### src/rtl/demux_pkg.sv
// Shared constants and slot-state encoding for the demux router.
package demux_pkg;

  localparam int DEF_DATA_W = 4;
  localparam int DEF_NUM_CH = 4;
  localparam int DEF_ERR_W  = 8;

  typedef enum logic {
    SLOT_EMPTY = 1'b0,
    SLOT_FULL  = 1'b1
  } slot_state_e;

endpackage

### src/rtl/demux_slot.sv
// One-entry holding slot for a single output channel (EMPTY/FULL FSM).
module demux_slot
  import demux_pkg::*;
#(
  parameter int DATA_W = DEF_DATA_W
) (
  input  logic              clk,
  input  logic              rst_n,
  input  logic              load,
  input  logic [DATA_W-1:0] load_data,
  input  logic              drain,
  output logic              valid,
  output logic [DATA_W-1:0] data
);

  slot_state_e       state_q, state_d;
  logic [DATA_W-1:0] data_q, data_d;

  // Next state: a load always wins (covers drain+load at full throughput);
  // drain only empties the slot when nothing new arrives, and is ignored while EMPTY.
  always_comb begin
    state_d = state_q;
    data_d  = data_q;
    unique case (state_q)
      SLOT_EMPTY: begin
        if (load) begin
          state_d = SLOT_FULL;
          data_d  = load_data;
        end
      end
      SLOT_FULL: begin
        if (load) begin
          data_d = load_data;
        end else if (drain) begin
          state_d = SLOT_EMPTY;
        end
      end
      default: state_d = SLOT_EMPTY;
    endcase
  end

  // State and data registers; reset drops any held word.
  always_ff @(posedge clk or negedge rst_n) begin
    if (!rst_n) begin
      state_q <= SLOT_EMPTY;
      data_q  <= '0;
    end else begin
      state_q <= state_d;
      data_q  <= data_d;
    end
  end

  assign valid = (state_q == SLOT_FULL);
  // Data is gated so an empty channel always presents zeros.
  assign data  = valid ? data_q : '0;

endmodule

### src/rtl/demux_router.sv
// 1-to-NUM_CH valid/ready demultiplexer with a one-entry slot per channel
// and a saturating counter for words whose select names no channel.
module demux_router
  import demux_pkg::*;
#(
  parameter  int DATA_W = DEF_DATA_W,
  parameter  int NUM_CH = DEF_NUM_CH,
  parameter  int ERR_W  = DEF_ERR_W,
  localparam int SEL_W  = $clog2(NUM_CH)
) (
  input  logic                     clk,
  input  logic                     rst_n,
  input  logic                     enable,
  input  logic [DATA_W-1:0]        in_data,
  input  logic [SEL_W-1:0]         in_sel,
  input  logic                     in_valid,
  output logic                     in_ready,
  output logic [NUM_CH*DATA_W-1:0] out_data,
  output logic [NUM_CH-1:0]        out_valid,
  input  logic [NUM_CH-1:0]        out_ready,
  output logic                     sel_err,
  output logic [ERR_W-1:0]         err_count
);

  localparam logic [SEL_W:0] NUM_CH_L = (SEL_W+1)'(NUM_CH);

  logic [NUM_CH-1:0] load;
  logic              sel_bad;
  logic              sel_blocked;
  logic              accept_bad;
  logic              sel_err_q, sel_err_d;
  logic [ERR_W-1:0]  err_count_q, err_count_d;

  assign sel_bad = ({1'b0, in_sel} >= NUM_CH_L);

  // Select decode: the addressed channel blocks only when it is full and
  // its consumer is not taking the word this cycle. A bad select matches
  // no channel, so it is never blocked and gets swallowed.
  always_comb begin
    sel_blocked = 1'b0;
    for (int k = 0; k < NUM_CH; k++) begin
      if (in_sel == SEL_W'(k)) sel_blocked = out_valid[k] & ~out_ready[k];
    end
  end

  assign in_ready = enable & ~sel_blocked;

  // One-hot load strobe for the addressed slot.
  always_comb begin
    load = '0;
    for (int k = 0; k < NUM_CH; k++) begin
      load[k] = in_valid & in_ready & (in_sel == SEL_W'(k));
    end
  end

  assign accept_bad = in_valid & in_ready & sel_bad;

  // Error pulse follows the discarded word by one cycle; counter saturates.
  always_comb begin
    sel_err_d   = accept_bad;
    err_count_d = err_count_q;
    if (accept_bad && (err_count_q != '1)) err_count_d = err_count_q + 1'b1;
  end

  // Error pulse and counter registers.
  always_ff @(posedge clk or negedge rst_n) begin
    if (!rst_n) begin
      sel_err_q   <= 1'b0;
      err_count_q <= '0;
    end else begin
      sel_err_q   <= sel_err_d;
      err_count_q <= err_count_d;
    end
  end

  assign sel_err   = sel_err_q;
  assign err_count = err_count_q;

  for (genvar g = 0; g < NUM_CH; g++) begin : g_slot
    demux_slot #(.DATA_W(DATA_W)) u_slot (
      .clk      (clk),
      .rst_n    (rst_n),
      .load     (load[g]),
      .load_data(in_data),
      .drain    (out_ready[g]),
      .valid    (out_valid[g]),
      .data     (out_data[g*DATA_W +: DATA_W])
    );
  end

endmodule

### config.mk
export PLATFORM = sky130hd
export DESIGN_NAME = demux_router
export DESIGN_NICKNAME = d
export VERILOG_FILES = /design/src/rtl/demux_pkg.sv /design/src/rtl/demux_slot.sv /design/src/rtl/demux_router.sv
export SDC_FILE = /design/constraint.sdc
export NUM_CORES = 1
export LEC_CHECK = 0
export ABC_AREA = 1
export BUFFER_PORTS_ARGS = -buffer_cell sky130_fd_sc_hd__buf_2
export CORE_MARGIN = 10
export CORE_UTILIZATION = 40
export CTS_CLUSTER_SIZE = 14
export DETAILED_ROUTE_END_ITERATION = 16
export PLACE_DENSITY_LB_ADDON = 0.15
export SKIP_LAST_GASP = 1
export SLEW_MARGIN = 25
export SYNTH_ARGS = -nofsm -noshare
export SYNTH_HDL_FRONTEND = slang
export SYNTH_SLANG_ARGS = --single-unit
### constraint.sdc
create_clock -name clk -period 1.1 [get_ports clk]
set_input_delay 0.165 -clock clk [delete_from_list [all_inputs] [get_ports clk]]
set_output_delay 0.165 -clock clk [all_outputs]
set_load 0.01 [all_outputs]
==> Word-level counts from Yosys, hierarchy flattened <==
Cells that the tools add are included.
{ "totals": {"out_inout_bits": 30, "ff_bits": 20} }
{ "op_classes": {"eq_ne": 3, "bitwise_logic": 19, "n_mux": 28, "reduce_logical": 1} }
{ "op_table": {"columns": ["cell", "n"], "rows": [
  ["$mux 4", 8],
  ["$mux 1", 16],
  ["$and 1x1->1", 10],
  ["$not 1->1", 9],
  ["$pmux 1 s2", 4],
  ["$eq 2x2->1 const B", 2],
  ["$eq 2x1->1 const B", 1],
  ["$logic_not 2->1", 1]
]} }

==> Longest topological paths before layout <==
Gate-level depths: netlist of run 1.
{ "depth": {"depth_word": 12, "ltp_mapped": 8, "ltp_nobuf": 8} }

==> Cells and area by module <==
From an unflattened synthesis of run 1, not the netlist that was laid out.
{ "unflattened": {"hier_cells": 154, "area_unflattened_um2": 1051.0} }
{ "by_module_without_submodules": {"columns": ["module", "area_per_inst_um2", "cells_per_inst", "n_inst"], "rows": [
  ["demux_slot", 215.2, 29, 4],
  ["demux_router", 190.2, 38, 1]
]} }

==> Least setup slack after synthesis of run 1 <==
OpenSTA, ideal clock, no wires.
{ "synth_path": {"path_type": "reg2reg", "start": "reg g_slot[2].u_slot.state_q", "end": "reg g_slot[0].u_slot.data_q[0]", "path_slack_ps": -85, "arrival_ps": 1120, "stages_incl_launch_ff": 9, "path_cell_list": "dfrtp_1 -> inv_1 -> nor2_1 -> nand2_1 -> nand3_2 -> nor2_4 -> buf_6 -> nand4_1 -> nand2_1"} }
{ "synth_between": {"elab_chain_len": 7} }
{ "synth_lines": {"columns": ["element", "line", "source"], "rows": [
  ["start, declared", "demux_slot.sv:16", "slot_state_e state_q, state_d;"],
  ["start signal, assigned", "demux_slot.sv:48", "state_q <= state_d;"],
  ["$and 1x1->1", "demux_router.sv:42", "if (in_sel == SEL_W'(k)) sel_blocked = out_valid[k] & ~out_ready[k];"],
  ["$mux 1 (2 in a row)", "demux_router.sv:42", null],
  ["$not 1->1", "demux_router.sv:46", "assign in_ready = enable & ~sel_blocked;"],
  ["$and 1x1->1", "demux_router.sv:46", null],
  ["via in_ready", "demux_router.sv:17", "output logic in_ready,"],
  ["$and 1x1->1", null, null],
  ["$and 1x1->1", "demux_router.sv:52", "load[k] = in_valid & in_ready & (in_sel == SEL_W'(k));"],
  ["end signal, assigned", "demux_slot.sv:49", "data_q <= data_d;"],
  ["end, declared", "demux_slot.sv:17", "logic [DATA_W-1:0] data_q, data_d;"]
]} }
The timed path passes the listed nets, and every way through them passes these cells.
A chain may end at the register's enable or synchronous reset.

==> Worst setup path after layout of run 1 <==
{ "layout_path": {"start": "reg g_slot[1].u_slot.state_q", "end": "out in_ready"} }
{ "layout_between": {"elab_chain_len": 6} }
{ "layout_lines": {"columns": ["element", "line"], "rows": [
  ["start, declared", "demux_slot.sv:16"],
  ["start signal, assigned", "demux_slot.sv:48"],
  ["$and 1x1->1", "demux_router.sv:42"],
  ["$mux 1 (3 in a row)", "demux_router.sv:42"],
  ["$not 1->1", "demux_router.sv:46"],
  ["$and 1x1->1", "demux_router.sv:46"],
  ["end, declared", "demux_router.sv:17"]
]} }
No other way between the ends.

==> results of run 1 <==
==> placed cells by master, fill, tap and decap left out, types with 3 or more instances in the layout <==
| cell | instances |
|---|---|
| inv_2 | 7 |
| inv_1 | 18 |
| o21ai_1 | 3 |
| conb_1 | 9 |
| clkbuf_4 | 3 |
| buf_2 | 27 |
| nor2_2 | 5 |
| nand2_1 | 39 |
| dfrtp_1 | 20 |
| buf_4 | 13 |
| buf_6 | 9 |
| nand4_4 | 4 |
| nand2_2 | 16 |
| nand4_1 | 16 |
==> critical path, delay by kind of cell, from the launching register on <==
kind / cells / cell delay [ps]
DFF: 1 / 410
and+or+nand+nor: 4 / 340
buffers and inverters: 2 / 180
==> metal layers <==
metal,wire (um),vias up
met3,275,6
met2,1400,34
li1,-,540
met5,0,-
met1,1290,495
met4,53,0
==> per-stage QoR <==
stage | cells | TNS, ps
finish | 226 | -6610
global placement | 220 | -2160
floorplan | 158 | -1400
detailed placement | 220 | -2350
global route | 226 | -9710
CTS | 225 | -6280
==> power by group <==
part | leakage (nW) | switching [W] | internal [W]
Sequential | 0.256 | 0.0000886 | 0.000866
Combinational | 0.701 | 0.000256 | 0.000193
Clock | 0.0138 | 0.000211 | 0.000127
==> worst min path at each step <==
stage                 start                                     end  cells past startpoint
6_report       out_ready[0]        g_slot[0].u_slot.valid$_DFF_PN0_                      2
3_5_place_dp          rst_n  g_slot[0].u_slot.data_q[3]$_DFFE_PN0P_                      1
2_1_floorplan         rst_n  g_slot[0].u_slot.data_q[0]$_DFFE_PN0P_                      0
3_3_place_gp          rst_n  g_slot[0].u_slot.data_q[3]$_DFFE_PN0P_                      1
5_1_grt        out_ready[1]        g_slot[1].u_slot.valid$_DFF_PN0_                      2
4_1_cts        out_ready[1]        g_slot[1].u_slot.valid$_DFF_PN0_                      2
==> state kept, by name (all words and copies together), names as in the netlist <==
name and flops:
g_slot.u_slot.data_q 16, g_slot.u_slot.valid 4
==> area by class of cell <==
cell class                      count  area, um2
Multi-Input combinational cell     97        564
Timing Repair Buffer               50        344
Inverter                           25       93.8
Tap cell                           31       38.8
Fill cell                         278       1220
Sequential cell                    20        500
Clock buffer                        3       22.5
==> timing repair <==
action                     4_1_cts  5_1_grt
setup buffers                    2        3
pin swaps                        2       10
resized for setup               14       21
hold endpoints to repair        20        0
hold buffers                     1        0
setup endpoints to repair       41       41
==> kinds of logic after synthesis <==
kind of cell / count (synthesis) / share of synthesized area
DFF: 20 / 0.428
other: 1 / 0.00321
buffers and inverters: 41 / 0.181
AOI/OAI and AO/OA: 4 / 0.0268
and+or+nand+nor: 84 / 0.361
==> results.md, run 1 <==
- Status: finished, violations left
- Failing checks: setup timing
- Fin area: 0.00156 mm2
- DRC viols: 0
- Max Freq: 0.721 GHz
- Final clock period utilization by the worst path: 1.26
- # diodes: 0
- Synth-to-layout area growth: 33.8%
- Slowest stage delay, CP: 410 ps
- Critical Path Start: g_slot[1].u_slot.valid$_DFF_PN0_
- Final Power: 0.00174 W
- Overflow after GRT: 0
- Worst IR drop on VDD: 0.000773 V
- Yosys top cell by area: dfrtp_1
- Syn Std Cell Area: 0.00117 mm2
- Hold_ws: 51.7 ps
- Synth top area cells: dfrtp_1 (43%), nand2_1 (17%), nand4_1 (8.6%), buf_4 (8.4%), inv_1 (7.4%)
- Longest Clk Path Bufs: 2
- Power density cells: 1110 mW/mm2
- Asr flop ratio synth: 1.00
- List of most frequent post-synthesis cells: nand2_1 (54), inv_1 (23), dfrtp_1 (20), nand4_1 (16), buf_4 (13)
- R2R cell count: 8
- H-tree depth reported by CTS: 1
- R2R Path Start: g_slot[1].u_slot.valid$_DFF_PN0_
- Crit path cell chain: inv_2 > nor2_2 > nand2_1 > nand3_2 > nor2_4 > buf_6
- Vias: 1075
- Worst setup path category: reg2out
- Final Hold Viols: 0
- Clock root cell: clkbuf_4
- Detailed Route WL: 3020 um
- I/O Buffers: 34
- Crit path to: in_ready
- WP data required: 940 ps
- HPWL Detailed: 2340 um
- Yosys top cell area share: 0.428
- CTS tree: done
- Largest net degree at the start of global routing: 21
- Clock skew: 6.38 ps
- Most frequent cell after synthesis: nand2_1
- Synth Instances: 150
- Max_cap viols: 0
- Die Y: 74.1 um
- Initial antenna violation count: 0
- Clk slew on worst S/H paths: 110 ps
- Final setup vio count: 41
- Clk_lat worst skew: 290 ps
- Gpl congestion: 0.826
- Data arrival, critical path: 1220 ps
- DR vias/cell: 4.76
- Initial Util: 0.420
- Crit-path max FO: 2
- Pre-antenna DRT Iters: 4
- FF-to-FF End: g_slot[3].u_slot.data_q[3]$_DFFE_PN0P_
- Register area share after synthesis: 0.428
- RSZ-0062 raised after global routing: true
- Post-Place Worst Slack: -146 ps
- Synth Area per Inst: 7.79 um2
- Drt wl/cell: 13.4 um
- Worst Hold Class: in2reg
- NumNets Final: 211
- Register bit total from synthesis: 20
- Slew Limit Fails: 0
- Placed inst area: 0.00139 mm2
- Core footprint: 0.00278 mm2
- CP endpoint kind: primary output
- Die area: 0.00548 mm2
- Global-route wire length before repair: 4830 um
- Cts bufs inserted: 3
- R2R Setup Slk: -250 ps
- Die Span X: 74.1 um
- Routing usage on met3: 0.0426
- Commonest register cell after synthesis: dfrtp_1
- Leakage Power: 0.970 nW
- Synth warnings: 0
- Remaining antenna violation count after routing: 0
- GR Layer Usage met2: 0.178
- Layout cells sized above 1: 0.451
- Vias in the first global route: 1058
- Count of different cell masters after synthesis: 18
- I/O pin total: 44
- Min Tclk post-route: 1390 ps
- Crit path max-delay cell type: dfrtp_1
- Final worst setup slack: -287 ps
- Final Util: 0.562
- Met1 Use GR: 0.129
- Number of synthesized flops with an enable pin: 0
- Worst setup SP type: flop
- GRT Total Usage: 0.110
- Gr busiest metal: met2
- Num Clock Sinks: 20
- Core Rows: 19
- Number of DRC markers in iteration 0: 66
Power figures use the tool's default switching activity.
==> run 2, diff against run 1 <==
Settings changed: ABC_AREA 1 to 0.
==> run 2 against run 1 <==
  * The run still ends with setup timing left
  * Synthesized cell count decreased by 41%
  * Final cell count is 25% lower
  * Clock-buffer cell count unchanged
  * First-iteration DRC count is 85% lower
  * Combinational power increased by 9.6%
  * Flip-flop and latch count is the same
  * Wire length down 16%
  * Critical path depth shrank 1
  * Power up 2.5%
  * Sequential power down 0.4%
  * Final area barely moved
  * Clock power about the same
  * Critical path type unchanged
==> results.md, run 2 <==
- Status: finished, violations left (unchanged)
- Failing checks: setup timing (unchanged)
- Initial antenna violation count: 0 (unchanged)
- Vias in the first global route: 917 (was 1058)
- Yosys top cell by area: dfrtp_1 (unchanged)
- Data arrival, critical path: 1280 ps (was 1220 ps)
- Commonest register cell after synthesis: dfrtp_1 (unchanged)
- I/O Buffers: 34 (unchanged)
- Max Freq: 0.693 GHz (was 0.721 GHz)
- Worst setup SP type: flop (unchanged)
- Wire length on met3: 114 um (was 275 um)
- Synth Area in Adders: 0 (unchanged)
- GRT Total Usage: 0.101 (was 0.110)
- CP endpoint kind: primary output (unchanged)
- DR vias/cell: 4.77 (was 4.76)
- Wire length on met2: 1390 um (was 1400 um)
- Drt wl/cell: 14.9 um (was 13.4 um)
- Detailed Route WL: 2540 um (was 3020 um)
- Most frequent cells in the layout: buf_6 (22), dfrtp_1 (20), buf_2 (19) (was nand2_1 (39), buf_2 (27), dfrtp_1 (20))
- H-tree depth reported by CTS: 1 (unchanged)
- Mux cell area share after synthesis: 0.183 (was 0)
- CTS tree: done (unchanged)
- Die Y: 71.0 um (was 74.1 um)
- Fin area: 0.00156 mm2 (about the same)
- Initial Util: 0.420 (about the same)
- Core footprint: 0.00248 mm2 (was 0.00278 mm2)
- Register bit total from synthesis: 20 (unchanged)
- Most common cell after layout, fill and taps aside: buf_6 (was nand2_1)
- Synth top area cells: dfrtp_1 (48%), mux2_2 (17%), and2_1 (10%), buf_4 (9.4%), nand2b_1 (1.8%) (was dfrtp_1 (43%), nand2_1 (17%), nand4_1 (8.6%), buf_4 (8.4%), inv_1 (7.4%))
- Worst IR drop on VDD: 0.000631 V (was 0.000773 V)
- Power density cells: 1140 mW/mm2 (was 1110 mW/mm2)
- Largest Register: g_slot.u_slot.data_q (unchanged)
- Post-Place Worst Slack: -191 ps (was -146 ps)
- Synth warnings: 0 (unchanged)
- Min Tclk post-route: 1440 ps (was 1390 ps)
- Syn Std Cell Area: 0.00104 mm2 (was 0.00117 mm2)
- Fillers: 193 (was 278)
- Final worst setup slack: -343 ps (was -287 ps)
- Final Hold Viols: 0 (unchanged)
- DRC viols: 0 (unchanged)
- Largest net degree at the start of global routing: 21 (unchanged)
- HPWL Detailed: 2000 um (was 2340 um)
- Clock skew: 0.850 ps (was 6.38 ps)
- Yosys top cell area share: 0.481 (was 0.428)
- Synth Instances: 89 (was 150)
- I/O pin total: 44 (unchanged)
- Worst setup path category: reg2out (unchanged)
- Die area: 0.00504 mm2 (was 0.00548 mm2)
- Layout cells sized above 1: 0.643 (was 0.451)
- Number of synthesized flops with an enable pin: 0 (unchanged)
- R2R Setup Slk: -270 ps (was -250 ps)
- Overflow after GRT: 0 (unchanged)
- Synth Area in XOR/XNOR: 0 (unchanged)
- Asr flop ratio synth: 1.00 (unchanged)
- Combinational family with the most area after synthesis: simple AND/OR/NAND/NOR gates (unchanged)
- Pre-antenna DRT Iters: 2 (was 4)
- Clk_lat worst skew: 290 ps (about the same)
- Final setup vio count: 32 (was 41)
- Worst Hold Class: in2reg (unchanged)
- Cts bufs inserted: 3 (unchanged)
- Final clock period utilization by the worst path: 1.31 (was 1.26)
- Top sig layer: met4 (unchanged)
- Max reg flops: 16 (unchanged)
- WP data required: 940 ps (about the same)
- Compound-Gate Fraction of Synth Area: 0.0264 (was 0.0268)
- Vias: 811 (was 1075)
- Gpl congestion: 0.730 (was 0.826)
- Core Rows: 18 (was 19)
- # diodes: 0 (unchanged)
- Die Span X: 71.0 um (was 74.1 um)
- Most frequent cell after synthesis: dfrtp_1 (was nand2_1)
- FF/Latch Area: 500 um2 (unchanged)
- Synth-to-layout area growth: 50.1% (was 33.8%)
- Slew Limit Fails: 0 (unchanged)
- Max_cap viols: 0 (unchanged)
- Longest Clk Path Bufs: 2 (unchanged)
- Clock root cell: clkbuf_4 (unchanged)
- Synth Area per Inst: 11.7 um2 (was 7.79 um2)
- Leakage Power: 0.788 nW (was 0.970 nW)
- Clk slew on worst S/H paths: 110 ps (about the same)
- Remaining antenna violation count after routing: 0 (unchanged)
- Area of the multi-input gates: 556 um2 (was 564 um2)
- NumNets Final: 156 (was 211)
- List of most frequent post-synthesis cells: dfrtp_1 (20), and2_1 (17), mux2_2 (16), buf_4 (13) (was nand2_1 (54), inv_1 (23), dfrtp_1 (20), nand4_1 (16), buf_4 (13))
- Crit-path max FO: 2 (unchanged)
- Num Clock Sinks: 20 (unchanged)
- Register area share after synthesis: 0.481 (was 0.428)
- Number of DRC markers in iteration 0: 10 (was 66)
- Count of different cell masters after synthesis: 22 (was 18)
- Met1 wire length: 1020 um (was 1290 um)
- Simple-Gate Fraction of Synth Area: 0.204 (was 0.361)
- RSZ-0062 raised after global routing: true (unchanged)
- Placed inst area: 0.00131 mm2 (was 0.00139 mm2)
- Global-route wire length before repair: 4240 um (was 4830 um)
## run 2: critical path, stage by stage, from the launching register on
cell	delay (ps)
dfrtp_1	410
buf_6	120
nand4bb_1	90
o311ai_1	100
a21oi_1	130
buf_2	150
## run 2: final cells by class
type	count	share of cell area
clock buffer	3	0.0144
inverter	1	0.00240
multi-input combinational	62	0.355
sequential	20	0.320
tap	30	0.0240
timing repair buffer	54	0.283
## run 2: worst paths after layout
| check | to | cells after the start | startpoint |
|---|---|---|---|
| hold / removal | g_slot[1].u_slot.data_q[1]$_DFFE_PN0P_ | 2 | in_data[1] |
| setup reg to reg | g_slot[1].u_slot.data_q[0]$_DFFE_PN0P_ | 5 | g_slot[1].u_slot.valid$_DFF_PN0_ |
| hold reg to reg | g_slot[0].u_slot.data_q[0]$_DFFE_PN0P_ | 1 | g_slot[0].u_slot.data_q[0]$_DFFE_PN0P_ |
| setup / recovery | in_ready | 5 | g_slot[1].u_slot.valid$_DFF_PN0_ |
| min in group asynchronous | g_slot[0].u_slot.data_q[1]$_DFFE_PN0P_ | 2 | rst_n |
| max in group asynchronous | g_slot[3].u_slot.data_q[0]$_DFFE_PN0P_ | 2 | rst_n |
## run 2: per-layer routing
| metal | vias to the layer above | GRT usage |
|---|---|---|
| li1 | 379 | - |
| met1 | 407 | 0.105 |
| met2 | 23 | 0.184 |
| met3 | 2 | 0.0265 |
| met4 | 0 | 0.0452 |
| met5 | - | 0 |
## run 2: kinds of logic after synthesis
logic type             after synthesis
multiplexers                        17
flip-flops                          20
AND/OR/NAND/NOR                     32
other                                1
buffers and inverters               15
AO/OA/AOI/OAI                        4
## run 2: metrics by stage
step | utilization | setup TNS (ps) | hold WS, ps | std cells | power, W
finish | 0.631 | -5450 | 158 | 170 | 0.00178
global route | 0.631 | -7270 | 144 | 170 | 0.00189
CTS | 0.587 | -6420 | 158 | 170 | 0.00174
detailed placement | 0.529 | -2070 | 138 | 159 | 0.00136
global placement | 0.529 | -1700 | 134 | 159 | 0.00135
floorplan | - | -1210 | -131 | 97 | 0.00122
## run 2: power breakdown
group / leakage (nW) / switching [W] / total, W / internal (W)
Combinational: 0.528 / 0.000180 / 0.000492 / 0.000312
Sequential: 0.246 / 0.0000756 / 0.000950 / 0.000875
Clock: 0.0138 / 0.000214 / 0.000341 / 0.000127
## run 2: what timing repair did
item                                    CTS  global route
gates resized for setup                  14            29
pin swaps                                 3             1
hold buffers                              1             0
endpoints found under the setup margin   37            37
hold endpoints to repair                 20             0
setup buffers                             7             5
